<file path="config.mk">
export PLATFORM = sky130hd
export DESIGN_NAME = router_pkt_tx
export DESIGN_NICKNAME = d
export VERILOG_FILES = /design/src/rtl/router_pkg.sv /design/src/rtl/router_tx_buf.sv /design/src/rtl/router_pkt_tx.sv
export SDC_FILE = /design/constraint.sdc
export NUM_CORES = 1
export LEC_CHECK = 0
export BUFFER_PORTS_ARGS = -buffer_cell sky130_fd_sc_hd__buf_2
export CAP_MARGIN = 20
export CORE_MARGIN = 2
export CORE_UTILIZATION = 45
export CTS_CLUSTER_DIAMETER = 60
export DETAILED_ROUTE_END_ITERATION = 16
export HOLD_SLACK_MARGIN = 0.08
export PLACE_DENSITY_LB_ADDON = 0.2
export SKIP_CTS_REPAIR_TIMING = 1
export SYNTH_ARGS = -nofsm -noshare
export SYNTH_HDL_FRONTEND = slang
export SYNTH_SLANG_ARGS = --single-unit
</file>
<file path="constraint.sdc">
create_clock -name clock -period 2.9 [get_ports clock]
set_input_delay 0.435 -clock clock [delete_from_list [all_inputs] [get_ports clock]]
set_output_delay 0.435 -clock clock [all_outputs]
set_load 0.03 [all_outputs]
</file>
<file path="src/rtl/router_pkg.sv">
// Shared types and helpers for the router packet transmitter.
// Holds the FSM state encoding, payload limits and header packing.
package router_pkg;

    localparam int MAX_LEN = 63;
    localparam logic [1:0] BAD_ADDR = 2'b11;

    typedef enum logic [2:0] {
        ST_IDLE,
        ST_LOAD,
        ST_HEADER,
        ST_PAYLOAD,
        ST_PARITY,
        ST_CHECK
    } state_t;

    function automatic logic [7:0] hdr_pack(input logic [5:0] l, input logic [1:0] d);
        return {l, d};
    endfunction

endpackage

</file>
<file path="src/rtl/router_tx_buf.sv">
// Payload buffer: one synchronous write port, one zero-latency read port.
// Storage is not reset; contents are only read after being written.
module router_tx_buf
    import router_pkg::*;
(
    input  logic       clock,
    input  logic       we,
    input  logic [5:0] waddr,
    input  logic [7:0] wdata,
    input  logic [5:0] raddr,
    output logic [7:0] rdata
);

    logic [7:0] mem [0:MAX_LEN];

    always_ff @(posedge clock) begin
        if (we) begin
            mem[waddr] <= wdata;
        end
    end

    assign rdata = mem[raddr];

endmodule

</file>
<file path="src/rtl/router_pkt_tx.sv">
// Router input-side transmitter: buffers one payload, then sends header, payload
// and parity under busy backpressure and reports the router's parity verdict.
module router_pkt_tx
    import router_pkg::*;
(
    input  logic       clock,
    input  logic       resetn,
    input  logic       start,
    input  logic [1:0] dest,
    input  logic [5:0] len,
    input  logic       inject_err,
    input  logic       abort,
    input  logic [7:0] src_data,
    input  logic       src_valid,
    output logic       src_ready,
    input  logic       busy,
    input  logic       err,
    output logic       pkt_valid,
    output logic [7:0] pkt_data,
    output logic       idle,
    output logic       done,
    output logic       tx_err,
    output logic       bad_req
);

    state_t     state, state_nxt;
    logic [1:0] dest_q;
    logic [5:0] len_q;
    logic       inj_q;
    logic [5:0] idx;
    logic [7:0] parity;
    logic [1:0] cnt;
    logic       buf_we;
    logic [7:0] buf_rdata;
    logic       last;
    logic       start_bad;
    logic       start_ok;

    assign last      = (idx == len_q - 6'd1);
    assign start_bad = (len == 6'd0) || (dest == BAD_ADDR);
    assign start_ok  = start && !abort && !start_bad;

    router_tx_buf u_buf (
        .clock (clock),
        .we    (buf_we),
        .waddr (idx),
        .wdata (src_data),
        .raddr (idx),
        .rdata (buf_rdata)
    );

    always_ff @(posedge clock) begin
        if (!resetn) begin
            state <= ST_IDLE;
        end else begin
            state <= state_nxt;
        end
    end

    always_comb begin
        state_nxt = state;
        src_ready = 1'b0;
        pkt_valid = 1'b0;
        pkt_data  = 8'd0;
        idle      = 1'b0;
        buf_we    = 1'b0;
        case (state)
            ST_IDLE: begin
                idle = 1'b1;
                if (start_ok) state_nxt = ST_LOAD;
            end
            ST_LOAD: begin
                src_ready = 1'b1;
                buf_we    = src_valid;
                if (src_valid && last) state_nxt = ST_HEADER;
            end
            ST_HEADER: begin
                pkt_valid = 1'b1;
                pkt_data  = hdr_pack(len_q, dest_q);
                if (!busy) state_nxt = ST_PAYLOAD;
            end
            ST_PAYLOAD: begin
                pkt_valid = 1'b1;
                pkt_data  = buf_rdata;
                if (!busy && last) state_nxt = ST_PARITY;
            end
            ST_PARITY: begin
                // Error injection flips only bit 0 so the router must flag it.
                pkt_data = parity ^ {7'd0, inj_q};
                if (!busy) state_nxt = ST_CHECK;
            end
            ST_CHECK: begin
                if (cnt >= 2'd2 && !busy) state_nxt = ST_IDLE;
            end
            default: state_nxt = ST_IDLE;
        endcase
        if (abort) state_nxt = ST_IDLE;
    end

    always_ff @(posedge clock) begin
        if (!resetn) begin
            dest_q  <= 2'd0;
            len_q   <= 6'd0;
            inj_q   <= 1'b0;
            idx     <= 6'd0;
            parity  <= 8'd0;
            cnt     <= 2'd0;
            tx_err  <= 1'b0;
            done    <= 1'b0;
            bad_req <= 1'b0;
        end else begin
            done    <= 1'b0;
            bad_req <= 1'b0;
            cnt     <= 2'd0;
            case (state)
                ST_IDLE: begin
                    if (start && !abort) begin
                        if (start_bad) begin
                            bad_req <= 1'b1;
                        end else begin
                            dest_q <= dest;
                            len_q  <= len;
                            inj_q  <= inject_err;
                            parity <= hdr_pack(len, dest);
                            tx_err <= 1'b0;
                            idx    <= 6'd0;
                        end
                    end
                end
                ST_LOAD: begin
                    if (src_valid) begin
                        parity <= parity ^ src_data;
                        idx    <= last ? 6'd0 : idx + 6'd1;
                    end
                end
                ST_PAYLOAD: begin
                    if (!busy && !last) idx <= idx + 6'd1;
                end
                ST_CHECK: begin
                    // Saturate: only "at least two cycles elapsed" matters.
                    cnt <= (cnt == 2'd3) ? cnt : cnt + 2'd1;
                    if (cnt >= 2'd2 && !busy && !abort) begin
                        tx_err <= err;
                        done   <= 1'b1;
                    end
                end
                default: ;
            endcase
        end
    end

endmodule

</file>
# Yosys cells after proc, flatten, opt, wreduce, memory -nomap -nowiden
# Memory sizes are Yosys's and may differ from the RTL's. A register that Yosys moved wholly into a read port is not among the register bits.
# Index checks and enable logic that the tools add are counted.
[word_totals] register_bits=31 mem_bits_rw=512 in_bits=24 wordCells=96 n_memories=1
[op_classes] add_sub_neg=3 magnitude_cmp=1 eq_ne=19 n_mux=32 bitwise=4 n_reduce_logical=26
[mem_list] memory="u_buf.mem" words=64 word_bits=8 rd=1 rd_clocked_by_memory_dff=1 write_ports=1 line="router_tx_buf.sv:14" rtl="logic [7:0] mem [0:MAX_LEN];"
[op_table] op="$mux 6" count=7
[op_table] op="$mux 8" count=3
[op_table] op="$pmux 8 s3" count=1
[op_table] op="$ne 2x2->1 const B" count=11
[op_table] op="$mux 3" count=6
[op_table] op="$pmux 3 s6" count=1
[op_table] op="$pmux 6 s3" count=1
[op_table] op="$pmux 8 s2" count=1
[op_table] op="$mux 1" count=11
[op_table] op="$reduce_and 4->1" count=2
[op_table] op="$xor 8x1->8" count=1
[op_table] op="$xor 8x8->8" count=1
[op_table] op="$logic_and 1x1->1" count=7
[op_table] op="$add 6x1->6 const B" count=1
[op_table] op="$eq 3x2->1 const B" count=2
[op_table] op="$eq 3x3->1 const B" count=2
[op_table] op="$eq 6x6->1" count=1
[op_table] op="$logic_not 6->1" count=1
[op_table] op="$reduce_and 3->1" count=2
[op_table] op="$reduce_and 6->1" count=1
[op_table] op="$sub 6x1->6 const B" count=1
[op_table] op="$reduce_and 5->1" count=1
[op_table] op="$eq 2x2->1 const B" count=2
[op_table] op="$logic_not 1->1" count=4
[op_table] op="11 further kinds" count=14

# Logic depth before layout (Yosys ltp)
# Gate-level depths: netlist (run 1).
[logic_depth] depth_word=8 mapped_depth=10 mapped_depth_nobuf=8

# Modules after synthesis
# Synthesis (run 1) repeated with hierarchy kept, for this count alone.
[hier_totals] hier_cells=1175 area_unflattened_um2=21994.8
[modules_own_cells] mod="router_tx_buf" instances=1 cells_per_inst=932 area_per_inst_um2=20006.7 seq_area_each_um2=15374.7
[modules_own_cells] mod="router_pkt_tx" instances=1 cells_per_inst=243 area_per_inst_um2=1988.2 seq_area_each_um2=620.6

# Worst setup path after synthesis (run 1)
# Ideal clock, no wire load.
[synth_path] path_kind="reg-to-output" startpoint="reg with a tool-made name" endpoint="out pkt_data[4]" t_arrival_ps=2422 required_time_ps=2465 slack_ps=43 path_stages_with_launch=10 path_buffers=4 path_cell_list="dfxtp_1 buf_2 buf_6 buf_4 buf_2 mux4_2 a22oi_1 nand3_1 nand2_1 o221ai_1"
[synth_lines] element="end: declaration" line="router_pkt_tx.sv:19" rtl="output logic [7:0] pkt_data,"

==> run_results.csv, run 1 <==
group,metric,value,unit
synth,synth_top_flop_cell,"edfxtp_1",
timing,worst_clock_skew,0.0238,ns
routing,ant_nets,0,
cells_and_area,multi_input_area,0.00574,mm^2
cells_and_area,instances_no_fill,2113,
setup_path,path_max_fanout,7,
clock_tree,clockBufferDepth,3,
routing,num_vias,12400,
synth,synth-compound-area-share,0.0473,
routing,drt_wl_total,56.9,mm
cells_and_area,seq_area,0.0161,mm^2
synth,muxShareOfSynthArea,0.147,
pwr,p_comb_frac,0.038,
floorplan,die_width,225,um
global_route,gr-total-overflow,0,
cells_and_area,stdcell_area,0.0267,mm^2
clock_tree,path_clk_slew,0.06,ns
clock_tree,cts-root-buf,"clkbuf_16",
synth,synthArstFlopShare,0,
setup_path,cp_common_cell,"buf_4",
routing,drc,0,
setup_path,worst_ep_required_time,2.47,ns
setup_path,slowest_delay,0.59,ns
timing,worstMarginPinSlew,0.734,ns
synth,synth_most_common_cell,"edfxtp_1",
synth,avgSynthCellArea,18.3,um^2
setup_path,crit_type,"register to output port",
pwr,power_switching,3.41,mW
cells_and_area,drive_above_1_share,0.341,
floorplan,core,0.0486,mm^2
clock_tree,ctsHtreeMaxLevel,2,
routing,post_drt_wl_per_cell,26.9,um
cells_and_area,nets,1470,
cells_and_area,syn2layout_area_growth,21.3,%
min_path,hold_path.class,"primary input to register",
pwr,p_int,13.4,mW
placement,place_ws,-0.0175,ns
clock_tree,clock-sinks,549,
routing,dr.first_iter.drc_count,1400,
setup_path,cp_top_family,"buffers and inverters",
outcome,outcome,"finished, violations left",
clock_tree,cts_buffers,57,
setup_path,crit_slowest_cell,"mux4_2",
pwr,report.power.total,16.8,mW
placement,placed_area,0.0241,mm^2
placement,numPortBuffers,37,
setup_path,path_cells,"buf_4, buf_4, clkbuf_16, mux4_2, nand2_1, nand3_1, a221o_1, buf_6",
global_route,antenna_found_initial,3,
outcome,violations,"negative setup slack",
synth,ys_top_cells_by_count,"512 x edfxtp_1, 125 x mux4_2, 120 x nor2_1",
pwr,powerDensity,627,mW/mm^2
synth,synth_area_leaders,"edfxtp_1 70%, mux4_2 13%, dfxtp_1 3.4%",
floorplan,die_h,225,um
pwr,p_clk_frac,0.444,
timing,finalWorstSetupSlack,-0.506,ns
timing,min_period,3.41,ns
timing,rsz0062_at_grt,"true",
synth,synth_top_family_by_area,"multiplexers",
global_route,grt_pass1_vias,12000,
global_route,grt_max_degree,53,
pwr,p_seq_frac,0.518,
clock_tree,cts_tree,"yes",
synth,synth_edf_count,512,
synth,yosysTopAreaCell,"edfxtp_1",
setup_path,worstPathArrival,2.97,ns
clock_tree,clk_latency,0.62,ns
timing,holdWs,0.0612,ns
timing,slew_violations,0,
synth,synth_fa_ha_area_frac,0.00227,
timing,finalCritPeriodShare,1.17,
floorplan,pin_count,38,
synth,ys_seq_area_frac,0.731,
global_route,track_usage,0.221,
floorplan,dieArea,0.0508,mm^2
synth,ys_types,59,
pwr,ir_drop,0.000402,V
synth,synthCells,1208,
cells_and_area,num-fill-cells,3820,
synth,ys_ff_latch,549,
flow_run,drv_cap,0,
routing,via_per_inst,5.86,
timing,finalSetupViolCount,8,
synth,syn_area,0.0220,mm^2
synth,yosys.area_share.simple,0.0515,
setup_path,cp.buffers_inverters,4,
setup_path,cp-start-kind,"register",
pwr,switching_share,0.203,
routing,drt_pass1_iterations,5,
synth,yosysTopAreaCellShare,0.697,
floorplan,initial_core_util,0.453,
placement,gp_congestion,0.839,
synth,synthXorXnorAreaFrac,0.00358,
cells_and_area,postLayoutCoreUtil,0.550,
timing,slew_headroom,0.510,
timing,timing.fmax,294,MHz
pwr,power.leakage,8.70,nW
global_route,grt_pass1_wl,80.7,mm
placement,dp_hpwl,36.9,mm
floorplan,rows,81,
timing,hold_violations,0,
cells_and_area,n_antenna_cell,0,
setup_path,cp-end-kind,"output port",
timing,setup_tns,-3.66,ns
synth,ys.warnings.count,0,
placement,dp_cells,1964,
synth,synth.net_count,1236,
state kept, by name, indices dropped and copies added (netlist names), named ones only:
| signal | count |
|---|---|
| idx | 6 |
| u_buf.mem | 512 |
| tx_err | 1 |
| inj_q | 1 |
| parity | 8 |
| len_q | 6 |
| cnt | 2 |
| bad_req | 1 |
| done | 1 |
| state | 3 |
| dest_q | 2 |
worst reg2reg max path: stages (launching register included):
cell      delay [ns]
dfxtp_1         0.47
buf_4           0.29
nand2_1         0.17
clkinv_1        0.20
nand3_1         0.43
buf_4           0.34
nor2_1          0.34
buf_4           0.25
power by group through the flow:
stage               combinational [mW]  clock, mW  sequential [mW]
finish                           0.634       7.45             8.68
global route                     0.679       7.91             8.67
CTS                              0.557       7.58             8.68
detailed placement               0.556          0             8.85
global placement                 0.545          0             8.85
floorplan                        0.277          0             8.84
cell usage in the layout (no fill, tap or decap), types with 4 or more instances in the layout:
cell type | synthesis | layout
buf_2 | 21 | 29
a221oi_1 | 7 | 5
nor3_1 | 4 | 4
buf_6 | 2 | 14
nand2_1 | 37 | 36
clkbuf_16 | 0 | 64
edfxtp_1 | 512 | 512
nand2b_1 | 7 | 7
a21oi_2 | 0 | 7
o211ai_1 | 6 | 6
a21oi_1 | 36 | 29
inv_1 | 10 | 8
xor2_1 | 7 | 7
a22oi_2 | 0 | 5
buf_12 | 0 | 11
clkinv_2 | 0 | 10
dfxtp_1 | 37 | 33
bufinv_16 | 0 | 7
mux2i_2 | 0 | 5
a22oi_1 | 25 | 20
nor2b_1 | 12 | 11
mux2i_1 | 42 | 36
ha_1 | 4 | 4
o21a_1 | 8 | 8
clkbuf_1 | 29 | 13
clkinv_1 | 1 | 11
nand3_1 | 22 | 22
nor2_1 | 120 | 118
o21ai_0 | 18 | 16
a31oi_1 | 20 | 19
nand3b_1 | 4 | 4
nor3b_1 | 11 | 11
buf_4 | 7 | 179
mux4_2 | 125 | 125
o21ai_1 | 5 | 6
a211oi_1 | 8 | 5
routing by layer:
metal	vias up	track usage	wire [um]
li1	5375	-	-
met1	6427	0.329	25200
met2	491	0.344	26200
met3	89	0.0348	4180
met4	0	0.0564	1330
met5	-	0	0
worst paths after layout:
check	end	cells past startpoint	slack, ns	start
worst min-delay path	inj_q$_SDFFE_PN0P_	3	0.06	inject_err
worst min register to register	tx_err$_SDFFE_PN0P_	2	0.49	tx_err$_SDFFE_PN0P_
worst max register to register	u_buf.mem[33][7]$_DFFE_PP_	7	0.11	state[0]$_SDFFE_PP0P_
worst max-delay path	pkt_data[6]	8	-0.51	register
cell type report:
cell class | instances | area share
inverter | 12 | 0.00168
clock inverter | 33 | 0.0133
timing repair buffer | 245 | 0.0796
multi-input combinational | 577 | 0.215
sequential | 549 | 0.603
tap | 622 | 0.0291
clock buffer | 75 | 0.0586
kinds of logic (layout without fill, tap and decap cells):
family | count (synthesis) | in the layout
compound gates | 156 | 156
fa+ha+maj | 4 | 4
simple gates | 240 | 240
buf+inv | 82 | 365
flops | 549 | 549
mux | 168 | 168
xor+xnor | 9 | 9
Power figures use the tool's default switching activity.
==> run 2, diff against run 1 <==
--- a/config.mk
+++ b/config.mk
@@ -12,7 +12,7 @@
 export CTS_CLUSTER_DIAMETER = 60
 export DETAILED_ROUTE_END_ITERATION = 16
 export HOLD_SLACK_MARGIN = 0.08
-export PLACE_DENSITY_LB_ADDON = 0.2
+export PLACE_DENSITY = 0.68
 export SKIP_CTS_REPAIR_TIMING = 1
 export SYNTH_ARGS = -nofsm -noshare
 export SYNTH_HDL_FRONTEND = slang
==> run 2 against run 1 <==
  * The flow still finishes with violations (negative setup slack)
  * Routed wire length fell by 1.6%
  * Setup slack got worse by 0.013 ns
  * Final cell count fell by 0.95%
  * Combinational power fell by 2%
  * Largest cell class unchanged
  * Design area fell by 0.14%
  * Clock power barely moved
  * Via count rose by 2.0%
  * Critical path depth rose by 1
==> run_results.csv, run 2 (synthesis gave the netlist of run 1 again) <==
group,metric,value,unit
outcome,outcome,"finished, violations left",
outcome,violations,"negative setup slack",
clock_tree,ctsHtreeMaxLevel,2,
global_route,grt_max_degree,54,
setup_path,cp-end-kind,"output port",
timing,finalCritPeriodShare,1.18,
routing,via_per_inst,6.03,
floorplan,rows,81,
setup_path,cp-start-kind,"register",
clock_tree,clockBufferDepth,3,
timing,worstMarginPinSlew,0.823,ns
pwr,ir_drop,0.000451,V
timing,min_period,3.42,ns
routing,drc,0,
placement,gp_congestion,0.885,
setup_path,path_max_fanout,8,
global_route,grt_pass1_wl,80.4,mm
timing,slew_violations,0,
timing,timing.fmax,292,MHz
routing,num_vias,12600,
floorplan,die_h,225,um
clock_tree,cts-root-buf,"clkbuf_16",
cells_and_area,top_regs,"u_buf.mem: 512 flops, parity: 8 flops",
clock_tree,clock-sinks,549,
clock_tree,cts_buffers,55,
floorplan,core,0.0486,mm^2
floorplan,die_width,225,um
clock_tree,clk_latency,0.60,ns
routing,post_drt_wl_per_cell,26.7,um
setup_path,slowest_delay,0.50,ns
routing,drt_wl_total,55.9,mm
cells_and_area,num-fill-cells,3672,
min_path,hold_path.class,"primary input to register",
global_route,antenna_found_initial,1,
timing,finalWorstSetupSlack,-0.520,ns
pwr,power.leakage,8.64,nW
timing,rsz0062_at_grt,"true",
cells_and_area,nets,1454,
cells_and_area,final_common_cell,"edfxtp_1",
clock_tree,path_clk_slew,0.06,ns
cells_and_area,drive_above_1_share,0.335,
clock_tree,cts_tree,"yes",
setup_path,worst_ep_required_time,2.47,ns
routing,dr.first_iter.drc_count,1580,
timing,finalSetupViolCount,8,
routing,ant_nets,0,
floorplan,dieArea,0.0508,mm^2
routing,drt_pass1_iterations,6,
cells_and_area,n_antenna_cell,0,
placement,numPortBuffers,37,
setup_path,crit_slowest_cell,"mux4_2",
setup_path,worstPathArrival,2.98,ns
pwr,powerDensity,628,mW/mm^2
global_route,gr-total-overflow,0,
global_route,track_usage,0.219,
placement,dp_hpwl,35.8,mm
floorplan,pin_count,38,
cells_and_area,max_flop_register,"u_buf.mem",
setup_path,crit_type,"register to output port",
pwr,report.power.total,16.8,mW
timing,hold_violations,0,
timing,worst_clock_skew,0.0218,ns
cells_and_area,syn2layout_area_growth,21.1,%
cells_and_area,final_cell_mix,"512 x edfxtp_1, 168 x buf_4, 125 x mux4_2",
flow_run,drv_cap,0,
cells_and_area,largest_reg_flops,512,
setup_path,path_cells,"buf_12, buf_4, mux4_2, mux2i_2, nor3b_2, a31oi_2, a211oi_2, a221o_1, buf_6",
timing,slew_headroom,0.449,
timing,holdWs,0.0933,ns
floorplan,initial_core_util,0.453,
global_route,grt_pass1_vias,12400,
[run 2: cell types whose count changed in the layout (fill, tap and decap cells not counted), sizes merged]
cell | before | now
clkbuf | 80 | 70
buf | 239 | 227
clkinvlp | 2 | 3
bufinv | 7 | 10
clkinv | 24 | 22
[run 2: worst paths after layout]
check	endpoint	from	slack, ns	cells past startpoint
worst max-delay path	pkt_data[7]	register	-0.52	9
worst min-delay path	inj_q$_SDFFE_PN0P_	inject_err	0.09	3
worst max register to register	register	len_q[2]$_SDFFE_PN0P_	0.23	6
worst min register to register	tx_err$_SDFFE_PN0P_	tx_err$_SDFFE_PN0P_	0.49	2
[run 2: final cells by class]
type / instances / area [um^2] / area share
sequential: 549 / 16100 / 0.604
multi-input combinational: 577 / 5810 / 0.218
timing repair buffer: 231 / 2030 / 0.0761
clock buffer: 67 / 1460 / 0.0548
tap: 622 / 778 / 0.0291
clock inverter: 35 / 443 / 0.0166
inverter: 12 / 45.0 / 0.00169
[run 2: where the power goes]
group | leakage [nW] | switching [mW] | internal, mW
combinational | 2.81 | 0.361 | 0.262
sequential | 4.90 | 0.0191 | 8.66
clock | 0.924 | 2.98 | 4.49
total | 8.64 | 3.36 | 13.4
[run 2: per-layer routing]
metal  up-vias  wire, um  track usage
met1      6541     23000        0.308
met2       652     26200        0.346
met5         -        13            0
li1       5335         -            -
met4         2      1740       0.0703
met3        98      4950       0.0417
[run 2: critical path, delay by kind of cell, from the launching register on]
family	cells	cell delay [ns]
AOI/OAI and AO/OA	3	0.70
buffers and inverters	3	0.44
DFF	1	0.40
muxes	2	0.74
and+or+nand+nor	1	0.09
[run 2: metrics by stage]
step,instance area [um^2],utilization,instances,worst slack (ns),TNS (ns)
detailed placement,24100,0.496,1962,-0.130,-0.173
CTS,26000,0.535,2064,-0.787,-5.10
global placement,24100,0.496,1962,-0.0516,-0.0745
floorplan,22000,-,1208,0.0433,0
finish,26700,0.549,2093,-0.520,-3.65
global route,26700,0.549,2093,-0.545,-4.12
==> run 3, diff against run 2 <==
--- a/config.mk
+++ b/config.mk
@@ -7,9 +7,9 @@
 export LEC_CHECK = 0
 export BUFFER_PORTS_ARGS = -buffer_cell sky130_fd_sc_hd__buf_2
 export CAP_MARGIN = 20
-export CORE_MARGIN = 2
+export CORE_MARGIN = 5
 export CORE_UTILIZATION = 45
-export CTS_CLUSTER_DIAMETER = 60
+export CTS_CLUSTER_DIAMETER = 120
 export DETAILED_ROUTE_END_ITERATION = 16
 export HOLD_SLACK_MARGIN = 0.08
 export PLACE_DENSITY = 0.68
==> constraint.sdc (replaced) <==
create_clock -name clock -period 2.9 [get_ports clock]
set_input_delay 0.145 -clock clock [delete_from_list [all_inputs] [get_ports clock]]
set_output_delay 0.145 -clock clock [all_outputs]
set_load 0.03 [all_outputs]
==> run 3 against run 2 <==
  * Sequential share of layout area up 0.21 points
  * Largest cell class unchanged
  * Core utilization fell by 0.29 points
  * Worst hold slack got worse by 0.0053 ns
  * Power decreased by 4.7%
  * Die area rose by 5.4%
  * Register-to-register slack worse by 0.06 ns
  * Highest routed layer is now met4
  * Via count grew 0.91%
  * The flow still finishes with violations (negative setup slack)
  * Routed wire length rose by 3.6%
  * Final cell count rose by 2.3%
  * Design area down 0.32%
  * Clock skew grew 0.016 ns
==> run_results.csv, run 3 (synthesis gave the netlist of run 1 again) <==
group,metric,value,unit
timing,hold_violations,0,
placement,dp_hpwl,35.5,mm
setup_path,cp_top_family,"buffers and inverters",
cells_and_area,final_common_cell,"edfxtp_1",
clock_tree,path_clk_slew,0.06,ns
flow_run,drv_cap,0,
clock_tree,cts_buffers,55,
min_path,hold_path.class,"primary input to register",
clock_tree,clockBufferDepth,3,
routing,post_drt_wl_per_cell,27.1,um
cells_and_area,num-fill-cells,3716,
pwr,ir_drop,0.000403,V
timing,finalWorstSetupSlack,-0.246,ns
setup_path,cp-end-kind,"output port",
global_route,grt_max_degree,52,
cells_and_area,top_regs,"u_buf.mem: 512 flops, parity: 8 flops",
outcome,violations,"negative setup slack",
setup_path,cp.depth,9,
setup_path,worst_ep_required_time,2.76,ns
global_route,grt_pass1_wl,80.5,mm
cells_and_area,stdcell_area,0.0266,mm^2
timing,timing.fmax,318,MHz
pwr,power.leakage,8.56,nW
setup_path,slowest_delay,0.44,ns
clock_tree,cts-root-buf,"clkbuf_16",
pwr,report.power.total,16.0,mW
clock_tree,clock-sinks,549,
global_route,antenna_found_initial,0,
floorplan,rows,81,
timing,slew_headroom,0.379,
placement,place_ws,0.201,ns
placement,gp_congestion,0.854,
routing,ant_nets,0,
timing,holdWs,0.0880,ns
routing,drt_wl_total,58.0,mm
outcome,outcome,"finished, violations left",
timing,worstMarginPinSlew,0.931,ns
routing,drt_pass1_iterations,5,
routing,dr.first_iter.drc_count,1558,
clock_tree,ctsHtreeMaxLevel,2,
timing,finalCritPeriodShare,1.08,
floorplan,pin_count,38,
min_path,min_path_cells,1,
floorplan,core,0.0487,mm^2
clock_tree,clk_latency,0.62,ns
timing,rsz0062_at_grt,"true",
timing,min_period,3.15,ns
placement,placed_area,0.0239,mm^2
cells_and_area,largest_reg_flops,512,
floorplan,initial_core_util,0.452,
global_route,gr-total-overflow,0,
setup_path,ff2ff_path_depth,5,
placement,numPortBuffers,37,
timing,finalSetupViolCount,8,
clock_tree,cts_tree,"yes",
setup_path,crit_slowest_cell,"dfxtp_4",
setup_path,cp-start-kind,"register",
pwr,powerDensity,601,mW/mm^2
setup_path,path_max_fanout,19,
setup_path,worstPathArrival,3.00,ns
global_route,grt_pass1_vias,12200,
setup_path,cp_common_cell,"buf_4",
routing,via_per_inst,5.95,
cells_and_area,max_flop_register,"u_buf.mem",
setup_path,path_cells,"clkbuf_2, buf_4, clkbuf_16, mux4_2, mux2i_1, a211oi_1, a21oi_2, o31ai_2, buf_4",
routing,drc,0,
timing,worst_clock_skew,0.0374,ns
routing,num_vias,12700,
floorplan,die_h,231,um
floorplan,dieArea,0.0535,mm^2
timing,slew_violations,0,
setup_path,cp.buffers_inverters,4,
cells_and_area,syn2layout_area_growth,20.7,%
setup_path,crit_type,"register to output port",
global_route,track_usage,0.204,
cells_and_area,n_antenna_cell,0,
cells_and_area,nets,1464,
cells_and_area,final_cell_mix,"512 x edfxtp_1, 159 x buf_4, 125 x mux4_2",
cells_and_area,drive_above_1_share,0.323,
floorplan,die_width,231,um
run 3: cell types whose count changed in the layout (fill, tap and decap cells not counted), moves of 3 or more:
cell,before,now
a221oi_1,2,6
dlygate4sd3_1,1,19
a221oi_2,4,1
a22oi_1,17,20
bufinv_16,10,2
clkbuf_16,60,64
mux2i_2,3,6
mux2i_1,37,33
buf_12,20,8
a22oi_2,8,5
clkinv_4,4,1
clkbuf_1,10,15
buf_4,168,159
buf_16,2,6
run 3: report_power, final:
group / internal [mW] / leakage, nW / total [mW] / switching (mW)
clock: 3.72 / 0.810 / 6.66 / 2.94
sequential: 8.66 / 4.90 / 8.68 / 0.0184
combinational: 0.283 / 2.85 / 0.656 / 0.373
run 3: metrics by stage:
stage / util / cells / TNS [ns]
after global routing: 0.546 / 2142 / -2.00
final: 0.546 / 2142 / -1.62
after floorplan: - / 1208 / 0
after detailed placement: 0.489 / 1972 / 0
after global placement: 0.489 / 1972 / 0
after CTS: 0.523 / 2071 / -3.32
run 3: worst paths after layout:
path	from	end	slack, ns
max	register	pkt_data[3]	-0.25
min	src_data[2]	u_buf.mem[15][2]$_DFFE_PP_	0.09
max reg2reg	state[0]$_SDFFE_PP0P_	u_buf.mem[24][7]$_DFFE_PP_	0.17
min reg2reg	dest_q[1]$_SDFFE_PN0P_	dest_q[1]$_SDFFE_PN0P_	0.51
run 3: metal layers:
layer | track usage | vias to the layer above | part of all wire
li1 | - | 5353 | -
met4 | 0.0583 | 0 | 0.027
met2 | 0.324 | 721 | 0.48
met3 | 0.0515 | 118 | 0.099
met1 | 0.282 | 6551 | 0.39
met5 | 0 | - | 0
run 3: layout make-up:
class / count / area (um^2) / area share
flip-flops and latches: 549 / 16100 / 0.606
multi-input cells: 577 / 5760 / 0.216
repair buffers: 241 / 2180 / 0.0820
clock buffers: 71 / 1460 / 0.0548
well taps: 664 / 831 / 0.0312
clock inverters: 28 / 209 / 0.00785
inverters: 12 / 45.0 / 0.00169
